[src/rtl/alu_mdu_pkg.sv]
// Shared opcode and state encodings for the ALU/MDU execute block.
package alu_mdu_pkg;

  // ADD..XOR keep their legacy encodings; the rest extend upward.
  typedef enum logic [4:0] {
    ADD    = 5'd0,
    SUB    = 5'd1,
    AND    = 5'd2,
    OR     = 5'd3,
    XOR    = 5'd4,
    SLL    = 5'd5,
    SRL    = 5'd6,
    SRA    = 5'd7,
    SLT    = 5'd8,
    SLTU   = 5'd9,
    MUL    = 5'd10,
    MULH   = 5'd11,
    MULHSU = 5'd12,
    MULHU  = 5'd13,
    DIV    = 5'd14,
    DIVU   = 5'd15,
    REM    = 5'd16,
    REMU   = 5'd17
  } e_aluOp;

  typedef enum logic [1:0] {
    S_IDLE = 2'd0,
    S_MUL  = 2'd1,
    S_DIV  = 2'd2,
    S_DONE = 2'd3
  } e_mduState;

endpackage

[src/rtl/mdu_iter.sv]
// Iterative unsigned multiply (shift-add) / divide (restoring), one bit per cycle.
module mdu_iter #(
  parameter int WIDTH = 32,
  localparam int CNT_W = $clog2(WIDTH)
) (
  input  logic             gclk,
  input  logic             grst_n,
  input  logic             start,
  input  logic             is_div,
  input  logic [WIDTH-1:0] ma,
  input  logic [WIDTH-1:0] mb,
  output logic             done,
  output logic [WIDTH-1:0] hi,
  output logic [WIDTH-1:0] lo
);

  logic             busy, div_q;
  logic [CNT_W-1:0] cnt;
  logic [WIDTH-1:0] acc, lo_q, m;
  logic [WIDTH:0]   sum, msel, rsh, diff;
  logic             ge;

  // hi/lo are the values after this cycle's step, so the final step is visible
  // combinationally on the edge that completes the operation.
  always_comb begin
    sum  = {1'b0, acc} + {1'b0, m};
    msel = lo_q[0] ? sum : {1'b0, acc};
    rsh  = {acc, lo_q[WIDTH-1]};
    diff = rsh - {1'b0, m};
    ge   = !diff[WIDTH];
    if (div_q) begin
      hi = ge ? diff[WIDTH-1:0] : rsh[WIDTH-1:0];
      lo = {lo_q[WIDTH-2:0], ge};
    end else begin
      hi = msel[WIDTH:1];
      lo = {msel[0], lo_q[WIDTH-1:1]};
    end
  end

  assign done = busy && (cnt == '0);

  always_ff @(posedge gclk or negedge grst_n) begin
    if (!grst_n) begin
      busy  <= 1'b0;
      div_q <= 1'b0;
      cnt   <= '0;
      acc   <= '0;
      lo_q  <= '0;
      m     <= '0;
    end else if (start) begin
      busy  <= 1'b1;
      div_q <= is_div;
      cnt   <= CNT_W'(WIDTH - 1);
      acc   <= '0;
      lo_q  <= ma;
      m     <= mb;
    end else if (busy) begin
      acc  <= hi;
      lo_q <= lo;
      cnt  <= cnt - 1'b1;
      if (cnt == '0) busy <= 1'b0;
    end
  end

endmodule

[src/rtl/alu_mdu.sv]
// RV32I register ALU plus RV32M multiply/divide with valid/ready on both sides.
module alu_mdu
  import alu_mdu_pkg::*;
#(
  parameter int WIDTH = 32,
  localparam int CNT_W = $clog2(WIDTH)
) (
  input  logic             i_clk,
  input  logic             i_rst_n,
  input  logic             i_valid,
  output logic             o_ready,
  input  logic [4:0]       i_op,
  input  logic [WIDTH-1:0] i_a,
  input  logic [WIDTH-1:0] i_b,
  output logic             o_valid,
  input  logic             i_ready,
  output logic [WIDTH-1:0] o_result,
  output logic             o_illegal
);

  localparam logic [WIDTH-1:0] MIN_VAL = {1'b1, {(WIDTH-1){1'b0}}};

  e_mduState        state, nxt;
  logic [4:0]       op_q;
  logic             neg_q, neg_r;
  logic             accept, a_sgn, b_sgn, sa, sb, b_zero, ovf, ill, it_done;
  logic [WIDTH-1:0] ma, mb, imm, it_hi, it_lo, it_res, quo, rem;
  logic [2*WIDTH-1:0] prod;
  logic [CNT_W-1:0] shamt;

  assign o_valid = (state == S_DONE);
  assign o_ready = (state == S_IDLE) || (o_valid && i_ready);
  assign accept  = i_valid && o_ready;

  // Operand signedness decides magnitudes and the sign fix-up after iteration.
  always_comb begin
    a_sgn = (i_op == MUL) || (i_op == MULH) || (i_op == MULHSU) ||
            (i_op == DIV) || (i_op == REM);
    b_sgn = (i_op == MUL) || (i_op == MULH) || (i_op == DIV) || (i_op == REM);
  end

  assign sa     = a_sgn && i_a[WIDTH-1];
  assign sb     = b_sgn && i_b[WIDTH-1];
  assign ma     = sa ? -i_a : i_a;
  assign mb     = sb ? -i_b : i_b;
  assign b_zero = (i_b == '0);
  assign ovf    = a_sgn && (i_a == MIN_VAL) && (i_b == '1);
  assign shamt  = i_b[CNT_W-1:0];

  always_comb begin
    imm = '0;
    nxt = S_DONE;
    ill = 1'b0;
    case (i_op)
      ADD:  imm = i_a + i_b;
      SUB:  imm = i_a - i_b;
      AND:  imm = i_a & i_b;
      OR:   imm = i_a | i_b;
      XOR:  imm = i_a ^ i_b;
      SLL:  imm = i_a << shamt;
      SRL:  imm = i_a >> shamt;
      SRA:  imm = $unsigned($signed(i_a) >>> shamt);
      SLT:  imm = {{(WIDTH-1){1'b0}}, $signed(i_a) < $signed(i_b)};
      SLTU: imm = {{(WIDTH-1){1'b0}}, i_a < i_b};
      MUL, MULH, MULHSU, MULHU: nxt = S_MUL;
      DIV, DIVU, REM, REMU: begin
        // Divide-by-zero and signed overflow resolve without iterating.
        if (b_zero)   imm = ((i_op == DIV) || (i_op == DIVU)) ? '1 : i_a;
        else if (ovf) imm = (i_op == DIV) ? MIN_VAL : '0;
        else          nxt = S_DIV;
      end
      default: ill = 1'b1;
    endcase
  end

  mdu_iter #(.WIDTH(WIDTH)) u_iter (
    .gclk   (i_clk),
    .grst_n (i_rst_n),
    .start  (accept && (nxt != S_DONE)),
    .is_div (nxt == S_DIV),
    .ma     (ma),
    .mb     (mb),
    .done   (it_done),
    .hi     (it_hi),
    .lo     (it_lo)
  );

  always_comb begin
    prod = {it_hi, it_lo};
    if (neg_q) prod = -prod;
    quo = neg_q ? -it_lo : it_lo;
    rem = neg_r ? -it_hi : it_hi;
    it_res = rem;
    case (op_q)
      MUL:                 it_res = prod[WIDTH-1:0];
      MULH, MULHSU, MULHU: it_res = prod[2*WIDTH-1:WIDTH];
      DIV, DIVU:           it_res = quo;
      default:             it_res = rem;
    endcase
  end

  // Accept only happens in IDLE/DONE and it_done only in MUL/DIV, so the
  // branches never compete.
  always_ff @(posedge i_clk or negedge i_rst_n) begin
    if (!i_rst_n) begin
      state     <= S_IDLE;
      o_result  <= '0;
      o_illegal <= 1'b0;
      op_q      <= 5'd0;
      neg_q     <= 1'b0;
      neg_r     <= 1'b0;
    end else if (accept) begin
      state     <= nxt;
      o_result  <= imm;
      o_illegal <= ill;
      op_q      <= i_op;
      neg_q     <= sa ^ sb;
      neg_r     <= sa;
    end else if (it_done) begin
      state    <= S_DONE;
      o_result <= it_res;
    end else if (o_valid && i_ready) begin
      state <= S_IDLE;
    end
  end

endmodule

[config.mk]
export PLATFORM = sky130hd
export DESIGN_NAME = alu_mdu
export DESIGN_NICKNAME = d
export VERILOG_FILES = /design/src/rtl/alu_mdu_pkg.sv /design/src/rtl/mdu_iter.sv /design/src/rtl/alu_mdu.sv
export SDC_FILE = /design/constraint.sdc
export NUM_CORES = 1
export LEC_CHECK = 0
export ABC_AREA = 1
export CAP_MARGIN = 20
export CORE_MARGIN = 2
export CORE_UTILIZATION = 44
export CTS_BUF_LIST = sky130_fd_sc_hd__clkbuf_4
export CTS_CLUSTER_DIAMETER = 200
export CTS_CLUSTER_SIZE = 25
export DETAILED_ROUTE_END_ITERATION = 8
export SYNTH_ARGS = -nofsm -noshare
export SYNTH_HDL_FRONTEND = slang
export SYNTH_SLANG_ARGS = --single-unit
export TNS_END_PERCENT = 5
[constraint.sdc]
create_clock -name i_clk -period 4.9 [get_ports i_clk]
set_input_delay 0.98 -clock i_clk [delete_from_list [all_inputs] [get_ports i_clk]]
set_output_delay 0.98 -clock i_clk [all_outputs]
set_load 0.02 [all_outputs]
# Yosys cells after proc, flatten, opt, wreduce, memory -nomap -nowiden
# Index checks and enable logic that the tools add are counted.
[totals]
in_bits = 73
elab_cells = 121
reg_bits = 145
[classes]
muxes = 33
reduce_logical = 29
bitwise = 4
n_eq_ne = 28
addsub = 10
shifts = 3
order_cmp = 2
[op_table]
columns = ["cell", "n"]
rows = [
  ["two-way mux 32 bit", 17],
  ["one-hot mux 32 bit (11 select lines)", 1],
  ["negation 32 bit", 4],
  ["one-hot mux 32 bit (3 select lines)", 1],
  ["equality test 5 x 4 -> 1 bit (second input constant)", 14],
  ["equality test 32 bit (second input constant)", 2],
  ["less-than comparator 32 bit", 2],
  ["two-way mux 64 bit", 1],
  ["negation 64 bit", 1],
  ["adder 32 x 32 -> 33 bit", 1],
  ["two-way mux 33 bit", 1],
  ["subtractor 33 x 32 -> 33 bit", 1],
  ["adder 32 bit", 1],
  ["AND 32 bit", 1],
  ["zero test 32 bit", 1],
  ["OR 32 bit", 1],
  ["<< shifter 32 x 5 -> 32 bit", 1],
  [">> shifter 32 x 5 -> 32 bit", 1],
  [">>> shifter 32 x 5 -> 32 bit", 1],
  ["subtractor 32 bit", 1],
  ["XOR 32 bit", 1],
  ["equality test 5 x 3 -> 1 bit (second input constant)", 4],
  ["OR reduction 18 bit", 1],
  ["equality test 5 x 2 -> 1 bit (second input constant)", 2],
  ["20 further kinds", 47],
]

# Depth between registers and ports, before layout
# Gate-level depths: netlist of run 1.
[depth]
word_depth = 13
mapped_depth = 35
ltp_nobuf = 35

# Modules after synthesis
# A second synthesis of run 1 with hierarchy kept.
[hier_totals]
hier_cells = 5253
area_unflattened_um2 = 27979.3
[by_module_without_submodules]
columns = ["module", "area_per_inst_um2", "seq_area_each_um2", "instances", "cells_each"]
rows = [
  ["alu_mdu", 17282.8, 1051.0, 1, 3456],
  ["mdu_iter", 10696.5, 2577.5, 1, 1797],
]

# Worst setup path before layout of run 1
# OpenSTA, ideal clock, no wires.
[synth_path]
kind = "input -> register"
startpoint = "input i_b[2]"
endpoint = "register o_result[23]"
setup_slack_ps = 568
required_time_ps = 4779
path_buffers = 4
t_arrival_ps = 4210
setup_time_ps = 121
cell_stages = 24
path_cell_list = "inv_1 -> clkbuf_1 -> clkbuf_1 -> buf_1 -> ha_1 -> buf_2 -> inv_1 -> nand3_1 -> nand2_1 -> a21oi_1 -> inv_1 -> nand2_1 -> nand2_1 -> a21boi_0 -> o21ai_0 -> a21boi_0 -> o21ai_0 -> nand2_1 -> nand2_1 -> nand2_1 -> nand3_1 -> nand4_1 -> a22oi_1 -> nand2_1"
[synth_between]
elab_chain_len = 6
elab_cells_between_ends = 12
cone_classes = "2 x add/sub; 1 x eq/ne; 3 x shift; 4 x mux; 2 x reduce/logical"
[synth_lines]
columns = ["element", "line", "text"]
rows = [
  ["start: declaration", "alu_mdu.sv:14", "input logic [WIDTH-1:0] i_b,"],
  ["branches (longest 4 deep; another with subtractor 32 bit)", "n/a", ""],
  ["one-hot mux 32 bit (11 select lines) *", "alu_mdu.sv:54", "case (i_op)"],
  ["two-way mux 32 bit *", "alu_mdu.sv:112", "end else if (accept) begin"],
  ["end signal: assignment", "alu_mdu.sv:114", "o_result <= imm;"],
  ["end signal: assignment", "alu_mdu.sv:121", "o_result <= it_res;"],
  ["end: declaration", "alu_mdu.sv:17", "output logic [WIDTH-1:0] o_result,"],
]
# Every way passes the cells marked *.
# A chain may end at the register's enable or synchronous reset.

# Worst setup path after layout of run 1
[layout_path]
startpoint = "register u_iter.acc[21]"
endpoint = "register o_result[22]"
[layout_between]
elab_chain_len = 8
elab_cells_between_ends = 16
cone_classes = "5 x add/sub; 10 x mux; 1 x reduce/logical"
[layout_lines]
columns = ["element", "line", "text"]
rows = [
  ["start: declaration", "mdu_iter.sv:19", "logic [WIDTH-1:0] acc, lo_q, m;"],
  ["start signal: assignment", "mdu_iter.sv:58", "acc <= hi;"],
  ["subtractor 33 x 32 -> 33 bit / adder 32 x 32 -> 33 bit (equally long branches)", "mdu_iter.sv:29, mdu_iter.sv:26", ""],
  ["two-way mux 32 bit, or another cell as far along", "mdu_iter.sv:32", "hi = ge ? diff[WIDTH-1:0] : rsh[WIDTH-1:0];"],
  ["two-way mux 32 bit", "mdu_iter.sv:31", "if (div_q) begin"],
  ["negation 64 bit, or another cell as far along", "alu_mdu.sv:90", "if (neg_q) prod = -prod;"],
  ["two-way mux 64 bit, or another cell as far along", "alu_mdu.sv:90", ""],
  ["one-hot mux 32 bit (3 select lines) *", "alu_mdu.sv:94", "case (op_q)"],
  ["two-way mux 32 bit *", "alu_mdu.sv:119", "end else if (it_done) begin"],
  ["two-way mux 32 bit *", "alu_mdu.sv:112", ""],
]
# Every way passes the cells marked *; elsewhere a longest branch is shown, timed or not. The select of a mux whose other input is x is not followed.

==> reports/results.txt, run 1 <==
Share of layout cells above drive strength 1 - 11.22%
CP Capture Type - flip-flop
Maximum clock frequency - 213.1 MHz
#FFs+latches synth - 145
Initial core utilization - 44.52%
Sequential fraction of the synthesis area - 14.43%
IO buf count - 107
Longest Clk Path Bufs - 2
Total track usage - 45.30%
Area contributors post-synth - nand2_1, dfrtp_1, inv_1, ha_1, o21ai_0
Worst skew pair latency - 0.73 ns
TritonCTS buffer count - 17
WP data required - 5.51 ns
CTS Sinks - 145
Global-route wire length before repair - 198.8 mm
Dominant cell type by area after synthesis - nand2_1
Initial DRC Count - 4319
Setup slack after layout - 0.2066 ns
Synthesis Warnings - 0
Leading cell types by count after synthesis - nand2_1, inv_1, nor2_1
Max IR drop VDD - 0.7133 mV
Max-cap viol count - 0
Crit path DAT - 5.30 ns
Routability Congestion - 1.101
Register-to-Register Path Depth - 28
Yosys top cell area share - 18.37%
Via count - 32.68k
Top Ports - 108
Core area - 56500 um2
Final period util - 95.78%
Pwr Density - 713.9 nW/um2
Pleak - 14.77 nW
Count leader, synth - nand2_1
Simple-Gate Fraction of Synth Area - 36.65%
Worst-path clk slew - 0.18 ns
Distinct cells, synth - 70
Area growth syn-to-layout - 16.48%
Antenna Nets Post-Route - 0
Slew Limit Fails - 0
CP Max Fanout - 7
Asr flop ratio synth - 100.0%
Xor/xnor share of the synthesized area - 3.622%
Post-Syn Nets - 4671
Max_slew headroom - 38.58%
Multiplexer share of the synthesized area - 0.6368%
Setup Crit Path Kind - flip-flop to flip-flop
Via density per instance - 5.999
Fin cells - 5448
Tmin final - 4.693 ns
M1 wire length - 52.74 mm
Die span in x - 243.1 um
Post-synth EDFFs - 0
Cells after Synth - 4426
Hold WS - 0.2059 ns
Antenna violations before repair - 3
Clk_skew - 0.05518 ns
Worst min path class - input pin to async pin
FP Rows - 87
Setup-failing EPs final - 0
# DRC - 0
Crit start category - flip-flop
Chip Height - 243.1 um
Vias in the first global route - 30.20k
Slowest stage delay, CP - 0.50 ns
Die area - 59090 um2
Detailed placer's ending HPWL - 113.3 mm
Metal3 WL - 13.73 mm
Hold-fix buffers, CTS - 0
Largest family of logic cells by synthesized area - simple AND/OR/NAND/NOR gates
CTS tree - built
Post-Syn Area - 25150 um2
WL met2 - 57.37 mm
Root Driver - clkbuf_4
Critical Path Slowest Stage Cell - dfrtp_1
Placed insts - 5389
Actual slew at the worst max-slew pin - 0.9202 ns
Final nets - 4920
Drt first pass iters - 7
Per-cell routed wire length - 25.10 um
Adder-Cell Fraction of Synth Area - 8.677%
Pin count of the biggest net entering global routing - 79
Total wire length - 136.8 mm
Status - complete, no violations
Post-synthesis compound-gate area fraction - 23.38%
Grt ovf - 0
Syn avg cell area - 5.682 um2
H-tree levels - 4
Pre-CTS WS - 0.2005 ns
Top layer used by detailed routing - met4
Main flop type after synthesis - dfrtp_1
Final Hold Fails - 0
-- where the power goes --
group	internal (mW)	total [mW]	switching [mW]
Combinational	5.39	17.7	12.3
Clock	0.243	0.862	0.619
Sequential	1.76	2.40	0.631
-- placed cells by master, fill, tap and decap left out, drive strengths merged, types with 10 or more instances in the layout --
cell type	instances
a211oi	11
a21boi	12
a21oi	317
a221oi	13
a31oi	31
buf	305
clkbuf	17
clkdlybuf4s50	103
clkinv	18
dfrtp	145
ha	168
inv	646
mux2i	16
nand2	1281
nand3	350
nand3b	14
nand4	40
nor2	387
nor3	57
nor4	14
o211ai	44
o21a	23
o21ai	375
o21bai	17
o221ai	50
o22ai	52
o31ai	10
or2	11
xnor2	11
xor2	93
-- final timing paths --
kind | slack [ns] | startpoint | endpoint
max | 0.21 | u_iter.acc[21] | o_result[22]
min | 0.21 | i_rst_n | u_iter.acc[21]
max reg2reg | 0.21 | u_iter.acc[21] | o_result[22]
min reg2reg | 0.52 | op_q[3] | op_q[3]
max in group asynchronous | 3.73 | i_rst_n | u_iter.m[7]
min in group i_clk | 0.52 | op_q[3] | op_q[3]
-- critical path, delay by kind of cell, from the launching register on --
family	cells	cell delay, ns
compound gates	4	0.88
flops	1	0.50
fa+ha+maj	2	0.55
buf+inv	2	0.10
simple gates	20	2.56
-- what timing repair did --
item                                    CTS  global route
endpoints found under the hold margin     0             0
endpoints found under the setup margin    0            15
gates resized for setup                   0            39
buffers inserted                          0            22
-- stage by stage --
step           power (mW)  setup TNS, ns  area [um2]  util [%]
6_report            20.91              0       29290     51.85
5_1_grt             22.31        -0.2601       29290     51.85
4_1_cts             19.90              0       28970     51.28
3_5_place_dp        18.98              0       28660     50.73
3_3_place_gp        18.93              0       28660     50.73
2_1_floorplan       12.94              0       25150         -
-- registers in the layout (all words and copies together), names as in the netlist --
signal / count
u_iter.m: 32
o_illegal: 1
u_iter.lo_q: 32
u_iter.cnt: 5
neg_q: 1
neg_r: 1
o_result: 32
u_iter.div_q: 1
state: 2
u_iter.busy: 1
u_iter.acc: 32
op_q: 5
-- cell type report --
type                       instances  area [um2]
clock buffer                      17       127.6
multi-input combinational       3454       18490
antenna                            4       10.01
inverter                         649        2437
clock inverter                    15       186.4
timing repair buffer             408        3450
tap                              756       945.9
sequential                       145        3643
fill                            6128       27200
-- cells by family (layout without fill, tap and decap cells) --
family | Yosys count | count (layout)
and+or+nand+nor | 2162 | 2162
AOI/OAI and AO/OA | 1000 | 1000
buffers and inverters | 827 | 1089
adders and majority gates | 172 | 172
DFF | 145 | 145
xor gates and xnor gates | 104 | 104
muxes | 16 | 16
other | 0 | 4
-- routing by layer --
layer / up-vias / global-route usage [%]
li1: 15110 / -
met3: 451 / 7.994
met1: 15060 / 56.70
met2: 2055 / 69.42
met4: 0 / 34.18
met5: - / 0
Note: power is estimated with default switching activity, not from simulation.
==> run 2: changes to the inputs <==
--- a/config.mk
+++ b/config.mk
@@ -6,7 +6,6 @@
 export NUM_CORES = 1
 export LEC_CHECK = 0
 export ABC_AREA = 1
-export CAP_MARGIN = 20
 export CORE_MARGIN = 2
 export CORE_UTILIZATION = 44
 export CTS_BUF_LIST = sky130_fd_sc_hd__clkbuf_4
==> reports/results.txt, run 2 (synthesis results as in run 1) <==
Routability Congestion - 1.101 (unchanged)
Critical Path Slowest Stage Cell - dfrtp_1
Clock power share - 4.1% (about the same)
Layout filler cell count - 6130 (+0.033%)
H-tree levels - 4 (unchanged)
IO buf count - 107 (unchanged)
Delay-heaviest family, CP - simple AND/OR/NAND/NOR gates
Via count - 32.54k (-0.45%)
P_sw - 13.49 mW (-0.19%)
Hold WS - 0.2156 ns (+0.009699 ns)
CP Max Fanout - 7 (unchanged)
Worst skew pair latency - 0.73 ns (about the same)
Total wire length - 136.7 mm (about the same)
Worst-path clk slew - 0.17 ns (about the same)
Register share of total power - 11.5% (about the same)
Status - complete, no violations
Max IR drop VDD - 0.7199 mV (+0.92%)
Most frequent CP cell - nand2_1
Global-route wire length before repair - 198.8 mm (unchanged)
Longest Clk Path Bufs - 2 (unchanged)
Initial DRC Count - 4313 (-0.14%)
CP Depth - 31 (+11%)
Total track usage - 45.30% (unchanged)
Worst min path class - input pin to async pin
Buf/Inv on CP - 3 (+1)
Setup-failing EPs final - 0 (unchanged)
Setup slack, reg-to-reg - 0.19 ns (-0.02 ns)
Max_slew headroom - 20.50% (-18 points)
Final period util - 96.21% (+0.42 points)
Via density per instance - 5.973 (-0.43%)
Pleak - 14.76 nW (about the same)
Drt first pass iters - 7 (unchanged)
Crit start category - flip-flop
Initial core utilization - 44.52% (unchanged)
Slowest stage delay, CP - 0.46 ns (-0.04 ns)
Actual slew at the worst max-slew pin - 1.191 ns (+0.2711 ns)
Grt ovf - 0 (unchanged)
Maximum clock frequency - 212.1 MHz (-0.44%)
CTS tree - built
FP Rows - 87 (unchanged)
Pre-CTS WS - 0.2005 ns (unchanged)
CP startpoint - u_iter.m[27]
Register-to-Register Path Depth - 31 (+11%)
WP data required - 5.51 ns (about the same)
Max-cap viol count - 0 (unchanged)
Root Driver - clkbuf_4
Pint - 7.394 mW (about the same)
Setup Crit Path Kind - flip-flop to flip-flop
Reg2reg end - o_result[22]
Commonest non-fill, non-tap cell in the layout - nand2_1
Sum of negative setup slack - 0 ns (unchanged)
Antenna violations before repair - 3 (unchanged)
Tmin final - 4.714 ns (+0.02071 ns)
Hold-fix buffers, CTS - 0 (unchanged)
Crit path DAT - 5.32 ns (+0.02 ns)
Share of layout cells above drive strength 1 - 11.20% (-0.019 points)
Detailed placer's ending HPWL - 113.3 mm (unchanged)
Setup slack after layout - 0.1859 ns (-0.02071 ns)
Register area - 3643 um2 (unchanged)
Switching Fraction - 64.59% (about the same)
CTS Sinks - 145 (unchanged)
Slew Limit Fails - 0 (unchanged)
Antenna Nets Post-Route - 0 (unchanged)
Vias in the first global route - 30.20k (unchanged)
CP Capture Type - flip-flop
Area growth syn-to-layout - 16.42% (about the same)
R2R Path Start - u_iter.m[27]
Multi-input gate area - 18490 um2 (unchanged)
Pwr Density - 713.2 nW/um2 (-0.10%)
Final nets - 4919 (-0.020%)
Top Ports - 108 (unchanged)
Gate power share - 84.4% (about the same)
Core area - 56500 um2 (unchanged)
CP endpoint - o_result[22]
Die span in x - 243.1 um (unchanged)
Most frequent cells in the layout - nand2_1, inv_1, o21ai_0
Per-cell routed wire length - 25.09 um (about the same)
TritonCTS buffer count - 17 (unchanged)
Final Hold Fails - 0 (unchanged)
Chip Height - 243.1 um (unchanged)
Die area - 59090 um2 (unchanged)
Pin count of the biggest net entering global routing - 79 (unchanged)
Clk_skew - 0.05407 ns (-0.001106 ns)
# DRC - 0 (unchanged)
==> run 2: cell count changes in the layout (fill, tap and decap cells not counted), sizes merged <==
cell / change
buf: -1
==> run 2: power groups by stage <==
stage | sequential (mW) | combinational [mW] | clock (mW)
after floorplan | 2.24 | 10.7 | 0
after global placement | 2.38 | 16.6 | 0
after detailed placement | 2.38 | 16.6 | 0
after CTS | 2.36 | 16.7 | 0.868
after global routing | 2.44 | 18.9 | 0.925
final | 2.39 | 17.6 | 0.859
==> run 2: metrics by stage <==
stage                     area (um2)  cells  power [mW]  utilization, %
after CTS                      28970   5421       19.90           51.28
final                          29280   5447       20.88           51.83
after global routing           29280   5446       22.30           51.82
after floorplan                25150   4426       12.94               -
after detailed placement       28660   5389       18.98           50.73
after global placement         28660   5389       18.93           50.73
==> run 2: area by class of cell <==
| type | count | share of cell area [%] |
|---|---|---|
| multi-input combinational | 3454 | 63.16 |
| sequential | 145 | 12.44 |
| timing repair buffer | 407 | 11.73 |
| inverter | 649 | 8.324 |
| tap | 756 | 3.231 |
| clock inverter | 15 | 0.6367 |
| clock buffer | 17 | 0.4359 |
| antenna | 4 | 0.03419 |
==> run 2: worst min-delay path by stage <==
stage,from,to,slack (ns),cells past startpoint
after floorplan,op_q[0],op_q[0],0.45,2
after global placement,op_q[4],op_q[4],0.47,2
after detailed placement,op_q[3],op_q[3],0.48,2
after CTS,i_rst_n,u_iter.acc[21],0.24,1
after global routing,i_rst_n,u_iter.acc[20],0.26,1
final,i_rst_n,u_iter.acc[21],0.22,1
==> run 2: routing by layer <==
metal	GRT usage (%)	part of all wire, %
met1	56.70	39
met3	7.994	9.7
met5	0	0
met4	34.18	9.3
met2	69.42	42
==> run 2: repair_timing <==
action	in CTS	in global routing
setup endpoints to repair	0	15
buffers inserted	0	22
gates resized for setup	0	39
